File: src/rtl/dma_burst_sequencer.sv
`default_nettype none
// ============================================================================
// Module      : dma_burst_sequencer
// Description : Splits a DMA job (start address, byte length) into AXI-style
//               read bursts of 8-byte beats. Bursts are at most 16 beats and
//               never cross a 4 KiB boundary. A configurable number of bursts
//               may be in flight before issue stalls.
// Revision    : 1.0 - initial release
// ============================================================================
module dma_burst_sequencer #(
  parameter int NREG   = 4,
  parameter int W      = 32,
  parameter int MAXOUT = 8
) (
  input  logic                ACLK,
  input  logic                ARESETN,
  input  logic                CONFIG_VALID,
  output logic                CONFIG_READY,
  input  logic [NREG*W-1:0]   CONFIG_DATA,
  output logic                CMD_VALID,
  input  logic                CMD_READY,
  output logic [31:0]         CMD_ADDR,
  output logic [7:0]          CMD_LEN,
  input  logic                DONE_VALID,
  output logic                ERR
);

  localparam logic [3:0] c_maxout = 4'(MAXOUT);

  typedef enum logic [1:0] {
    S_IDLE  = 2'd0,
    S_ISSUE = 2'd1,
    S_DRAIN = 2'd2
  } state_t;

  state_t      r_state;
  state_t      w_state_next;
  logic [31:0] r_addr;
  logic [31:0] r_remain;
  logic [3:0]  r_outstanding;
  logic        r_err;

  logic [31:0] w_word1;
  logic [31:0] w_word3;
  logic        w_accept;
  logic        w_bad;
  logic [28:0] w_rem_beats;
  logic [9:0]  w_bnd_beats;
  logic [4:0]  w_beats;
  logic [31:0] w_burst_bytes;
  logic        w_hs;
  logic        w_done_eff;
  logic [3:0]  w_out_next;
  logic        w_unused_cfg;

  // Only words 1 and 3 carry meaning; the rest of the bus is deliberately ignored.
  assign w_word1      = 32'(CONFIG_DATA[1*W +: W]);
  assign w_word3      = 32'(CONFIG_DATA[3*W +: W]);
  assign w_unused_cfg = ^CONFIG_DATA;

  assign w_accept = CONFIG_VALID && CONFIG_READY;
  // Zero length or any misalignment to the 8-byte beat makes the job unusable.
  assign w_bad    = (w_word3 == 32'd0) || (w_word1[2:0] != 3'd0) || (w_word3[2:0] != 3'd0);

  // Burst size: smallest of remaining beats, 16, and beats left before the 4 KiB line.
  always_comb begin
    w_rem_beats = r_remain[31:3];
    w_bnd_beats = 10'd512 - {1'b0, r_addr[11:3]};
    w_beats     = 5'd16;
    if (w_rem_beats < 29'd16) begin
      w_beats = w_rem_beats[4:0];
    end
    if (w_bnd_beats < {5'd0, w_beats}) begin
      w_beats = w_bnd_beats[4:0];
    end
    w_burst_bytes = {24'd0, w_beats, 3'b000};
  end

  assign w_hs       = CMD_VALID && CMD_READY;
  // A completion with nothing outstanding is stale (e.g. from before a reset).
  assign w_done_eff = DONE_VALID && (r_outstanding != 4'd0);

  // Outstanding count: simultaneous issue and completion cancel out.
  always_comb begin
    w_out_next = r_outstanding;
    case ({w_hs, w_done_eff})
      2'b10:   w_out_next = r_outstanding + 4'd1;
      2'b01:   w_out_next = r_outstanding - 4'd1;
      default: w_out_next = r_outstanding;
    endcase
  end

  // Next state and outputs; outputs depend on registered state only.
  always_comb begin
    w_state_next = r_state;
    CONFIG_READY = (r_state == S_IDLE);
    CMD_VALID    = (r_state == S_ISSUE) && (r_outstanding < c_maxout);
    CMD_ADDR     = r_addr;
    CMD_LEN      = {3'd0, w_beats - 5'd1};
    ERR          = r_err;
    case (r_state)
      S_IDLE: begin
        if (w_accept && !w_bad) begin
          w_state_next = S_ISSUE;
        end
      end
      S_ISSUE: begin
        if (w_hs && (r_remain == w_burst_bytes)) begin
          w_state_next = S_DRAIN;
        end
      end
      S_DRAIN: begin
        if (w_out_next == 4'd0) begin
          w_state_next = S_IDLE;
        end
      end
      default: w_state_next = S_IDLE;
    endcase
  end

  // State register.
  always_ff @(posedge ACLK or negedge ARESETN) begin
    if (!ARESETN) begin
      r_state <= S_IDLE;
    end else begin
      r_state <= w_state_next;
    end
  end

  // Job cursor: loaded on acceptance, advanced by one burst per handshake.
  always_ff @(posedge ACLK or negedge ARESETN) begin
    if (!ARESETN) begin
      r_addr   <= 32'd0;
      r_remain <= 32'd0;
    end else if (w_accept) begin
      r_addr   <= w_word1;
      r_remain <= w_word3;
    end else if (w_hs) begin
      r_addr   <= r_addr + w_burst_bytes;
      r_remain <= r_remain - w_burst_bytes;
    end
  end

  // In-flight burst counter and the one-cycle reject pulse.
  always_ff @(posedge ACLK or negedge ARESETN) begin
    if (!ARESETN) begin
      r_outstanding <= 4'd0;
      r_err         <= 1'b0;
    end else begin
      r_outstanding <= w_out_next;
      r_err         <= w_accept && w_bad;
    end
  end

endmodule
`default_nettype wire

File: config.mk
export PLATFORM = sky130hd
export DESIGN_NAME = dma_burst_sequencer
export DESIGN_NICKNAME = d
export VERILOG_FILES = /design/src/rtl/dma_burst_sequencer.sv
export SDC_FILE = /design/constraint.sdc
export NUM_CORES = 1
export LEC_CHECK = 0
export ABC_AREA = 1
export BUFFER_PORTS_ARGS = -buffer_cell sky130_fd_sc_hd__buf_4
export CAP_MARGIN = 20
export CORE_AREA = 3 3 158 160
export CTS_BUF_LIST = sky130_fd_sc_hd__clkbuf_8
export CTS_CLUSTER_DIAMETER = 60
export CTS_CLUSTER_SIZE = 8
export DETAILED_ROUTE_END_ITERATION = 10
export DIE_AREA = 0 0 161 163
export MAX_ROUTING_LAYER = met4
export RECOVER_POWER = 50
export SLEW_MARGIN = 20
export SYNTH_ARGS = -nofsm -noshare
export SYNTH_HDL_FRONTEND = slang
export SYNTH_SLANG_ARGS = --single-unit
File: constraint.sdc
create_clock -name ACLK -period 4.84 [get_ports ACLK]
set_clock_uncertainty 0.05 [all_clocks]
set_input_delay 0.726 -clock ACLK [delete_from_list [all_inputs] [get_ports ACLK]]
set_output_delay 0.726 -clock ACLK [all_outputs]
set_load 0.03 [all_outputs]
# Word level (Yosys, flattened, before mapping)
# Index checks and enable logic that the tools add are counted.
# totals
regBits	71
in_bits	133
output_inout_bits	43
wordCells	51
# op_classes
n_addsub	6
n_lt_le_gt_ge	3
eq_ne	8
n_mux	11
n_reduce_logical	18
# ops
cell	count
2-to-1 mux 32 bit	4
adder 32 x 8 -> 32 bit	1
equality test 32 x 8 -> 1 bit	1
logical NOT 32 bit	1
subtractor 32 x 8 -> 32 bit	1
< comparator 29 x 5 -> 1 bit, second input constant	1
< comparator 10 x 5 -> 1 bit	1
2-to-1 mux 5 bit	2
subtractor 10 x 9 -> 10 bit, first input constant	1
one-hot mux 4 bit (2 select lines)	1
logical AND 1 bit	7
2-to-1 mux 2 bit	3
one-hot mux 2 bit (3 select lines)	1
nonzero test 3 bit	2
subtractor 5 x 1 -> 5 bit, second input constant	1
adder 4 x 1 -> 4 bit, second input constant	1
equality test 2 x 1 -> 1 bit, second input constant	2
equality test 2 bit, second input constant	2
logical NOT 4 bit	1
< comparator 4 bit, second input constant	1
inequality test 2 x 1 -> 1 bit, second input constant	2
nonzero test 4 bit	1
subtractor 4 x 1 -> 4 bit, second input constant	1
AND reduction 3 bit	1
other kinds (5)	6

# Logic depth before layout (Yosys ltp)
# logic_depth
word_depth	8
ltp_mapped	31
depth_no_buf	30

# Worst setup path before layout
# Ideal clock, no wire load.
# synth_timing
path_kind	register to output
from	register r_remain[12]
to	output port CMD_LEN[4]
arrival_time_ns	3.904
required_ns	4.064
path_slack_ns	0.160
stages_incl_launch_ff	18
n_path_buf	1
cell_sequence	dfrtp_1 > nor2_1 > nand2_1 > nor3_2 > nand2_1 > nor2_1 > inv_1 > ha_1 > a21oi_1 > o21ai_1 > nor2_1 > and3_1 > buf_6 > nand2_4 > o21ai_0 > ha_1 > nand3_1 > xnor2_1
# synth_between
elab_chain_cells	5
# synth_rtl
item	line_no	source
start, declared	39	logic [31:0] r_remain;
start signal, assigned	137	r_remain <= w_word3;
start signal, assigned	140	r_remain <= r_remain - w_burst_bytes;
< comparator 29 x 5 -> 1 bit (*)	70	if (w_rem_beats < 29'd16) begin
2-to-1 mux 5 bit (*)	70	
< comparator 10 x 5 -> 1 bit	73	if (w_bnd_beats < {5'd0, w_beats}) begin
2-to-1 mux 5 bit (*)	73	
subtractor 5 x 1 -> 5 bit (*)	99	CMD_LEN = {3'd0, w_beats - 5'd1};
end, declared	23	output logic [7:0] CMD_LEN,
# Every way passes the cells marked *; elsewhere a longest branch is shown, timed or not.

# Worst setup path in the final report
# layout_timing
from	register r_remain[8]
to	output port CMD_LEN[4]
# The elaborated chain is that of the path after synthesis.

==> results.json <==
{
  "globalRouteOverflowTotal": 0,
  "ys_seq_area_frac": 0.300,
  "power_uw": 3360,
  "crit_path_start_kind": "flip-flop",
  "grt_start_max_net_pins": 72,
  "finalWirelength_um": 20200,
  "portBuffers": 108,
  "clkLatencyLatePin_ps": 380,
  "via_per_inst": 4.70,
  "cp.arrival_ps": 3670,
  "synth.largest_area_cell": "dfrtp_1",
  "die-height_um": 163,
  "groute.usage.overall": 0.160,
  "cp_slowest_cell": "dfrtp_1",
  "final_common_cell": "nand2_1",
  "finalMaxSlewViolations": 54,
  "ant_nets": 0,
  "die_w_um": 161,
  "ir_drop_v": 0.000232,
  "synth.distinct_cells": 48,
  "place_ws_ps": 259,
  "synth_top_area_frac": 0.300,
  "place_congestion": 0.928,
  "placed_area_mm2": 0.00711,
  "endpoint_kind": "primary output",
  "worst-endpoint-required_ps": 4060,
  "clkTransAtPathRegs_ps": 90,
  "max_freq_mhz": 225,
  "p_per_area_mw_per_mm2": 461,
  "design.core.area_mm2": 0.0235,
  "p_leak_uw": 0.00354,
  "drive_gt1_frac": 0.184,
  "relSlewSlack": -0.761,
  "via_count": 6337,
  "cts_buffers": 9,
  "drcViolationCount": 0,
  "status": "finished with violations",
  "finalSetupViolCount": 0,
  "root_buffer": "clkbuf_8",
  "cts.path.max_buffers": 2,
  "antenna_found_initial": 0,
  "wl_per_cell_um": 15.0,
  "max_stage_delay_ps": 430,
  "cp_max_fo": 6,
  "tightest_slew_ps": 2640,
  "ys_ff_latch": 71,
  "period_share": 0.918,
  "min_path_type": "reg -> reg",
  "mostFrequentLayoutCells": "262 x nand2_1, 137 x inv_1, 100 x nand3_1, 100 x buf_4",
  "worst_slack_ps": 396,
  "grt_pass1_vias": 6291,
  "maxCapViolCount": 1,
  "rsz0062_at_grt": "false",
  "cts_htree_levels": 3,
  "yosysWarnings": 0,
  "dp_hpwl_um": 15300,
  "syn_inst": 914,
  "ys_top_cells_by_area": "dfrtp_1 30%, nand2_1 17%, inv_1 8.7%",
  "ctsHoldBuffers": 0,
  "fin_nets": 1172,
  "dr.pass1.iters": 5,
  "violations": "max-capacitance violations, max-slew violations",
  "tns_ps": 0,
  "start_util": 0.252,
  "async_flop_share": 1.00,
  "io_pins": 176,
  "synthToLayoutAreaGrowth_pct": 23.1,
  "synth_edf_count": 0,
  "ys.flop_type": "dfrtp_1",
  "r2r_slack_ps": 450,
  "fin_crit_ps": 4440,
  "path_cells": "nor2_2 > nand2_2 > nor3_2 > nand2_2 > nor2_2 > inv_1 > ha_1 > a21oi_1 > o21ai_1 > nor2_1 > and3_1 > buf_4 > nand3_1 > nand2_1 > inv_1 > ha_1 > nand3_1 > xnor2_1 > buf_4",
  "rows": 56,
  "syn_area_per_cell_um2": 6.49,
  "cts_tree": "yes",
  "antenna_cells": 0,
  "hold_viol_final": 0,
  "grt_pass1_wl_um": 32600,
  "dieArea_mm2": 0.0262,
  "synth_area_mm2": 0.00593,
  "finalInstanceArea_mm2": 0.00730,
  "worstSetupPathType": "reg -> out",
  "drt-initial-drc-count": 379,
  "clock-sinks": 71
}
[critical path: cells and delay by family (launching register included)]
family | cells | cell delay, ps
simple gates | 10 | 1520
buf+inv | 4 | 490
fa+ha+maj | 2 | 480
flops | 1 | 430
compound gates | 2 | 250
xor+xnor | 1 | 120
[final timing paths]
kind,startpoint,to,cells past startpoint
max in group asynchronous,ARESETN,r_remain[22],2
min in group asynchronous,ARESETN,r_remain[4],1
setup / recovery,r_remain[8],CMD_LEN[4],19
hold / removal,CMD_ADDR[2],CMD_ADDR[2],2
hold reg to reg,CMD_ADDR[2],CMD_ADDR[2],2
setup reg to reg,r_remain[8],CMD_ADDR[19],28
[flip-flops by register name, indices dropped and copies added (netlist names)]
| signal | count |
|---|---|
| CMD_ADDR | 32 |
| ERR | 1 |
| r_outstanding | 4 |
| r_remain | 32 |
| r_state | 2 |
[metal layers]
layer  GRT usage  wire [um]
met5           -          0
met4      0.0481        422
met3      0.0285       1240
met2       0.252       9060
met1       0.212       9480
[cell type report]
class	instances	area, um^2
clock buffer	9	124
clock inverter	7	96.3
fill	2646	16200
inverter	156	586
multi-input combinational	667	3490
sequential	71	1780
tap	319	399
timing repair buffer	118	825
[what timing repair did]
action,in CTS,in global routing
setup buffers,0,0
endpoints found under the hold margin,0,0
gates resized for setup,0,9
endpoints found under the setup margin,0,33
[metrics by stage]
| stage | hold WS, ps | util | std cells |
|---|---|---|---|
| after floorplan | 380 | - | 916 |
| after global routing | 454 | 0.310 | 1347 |
| after global placement | 419 | 0.302 | 1330 |
| after CTS | 446 | 0.311 | 1346 |
| final | 442 | 0.310 | 1347 |
| after detailed placement | 416 | 0.302 | 1330 |
[logic make-up (layout without fill, tap and decap cells)]
family	count (synthesis)	after routing	share of synthesized area
other cells	1	3	0.000633
xor+xnor	14	14	0.0207
buf+inv	178	290	0.116
flops	71	71	0.300
fa+ha+maj	16	16	0.0363
compound gates	88	88	0.0954
simple gates	546	546	0.431
[where the power goes]
group          internal [uW]  leakage, uW  switching [uW]
Combinational            577      0.00258            1200
Clock                    291     0.000102             272
Sequential               779     0.000859             243
Total                   1650      0.00354            1720
[Yosys cell counts, drive strengths merged, types with 2 or more instances]
library cell and number:
xor2 11, nand3 112, o21ai 43, fa 2, o211ai 8, ha 14, nor3 25, dfrtp 71
buf 8, xnor2 3, nor2 86, and3 3, o21bai 8, nand4 21, nor4 15, o22ai 10
nand2 282, a22o 3, a21oi 6, inv 155, a21boi 2, nand3b 2, clkbuf 14, o221ai 3
Note: power is estimated with default switching activity, not from simulation.
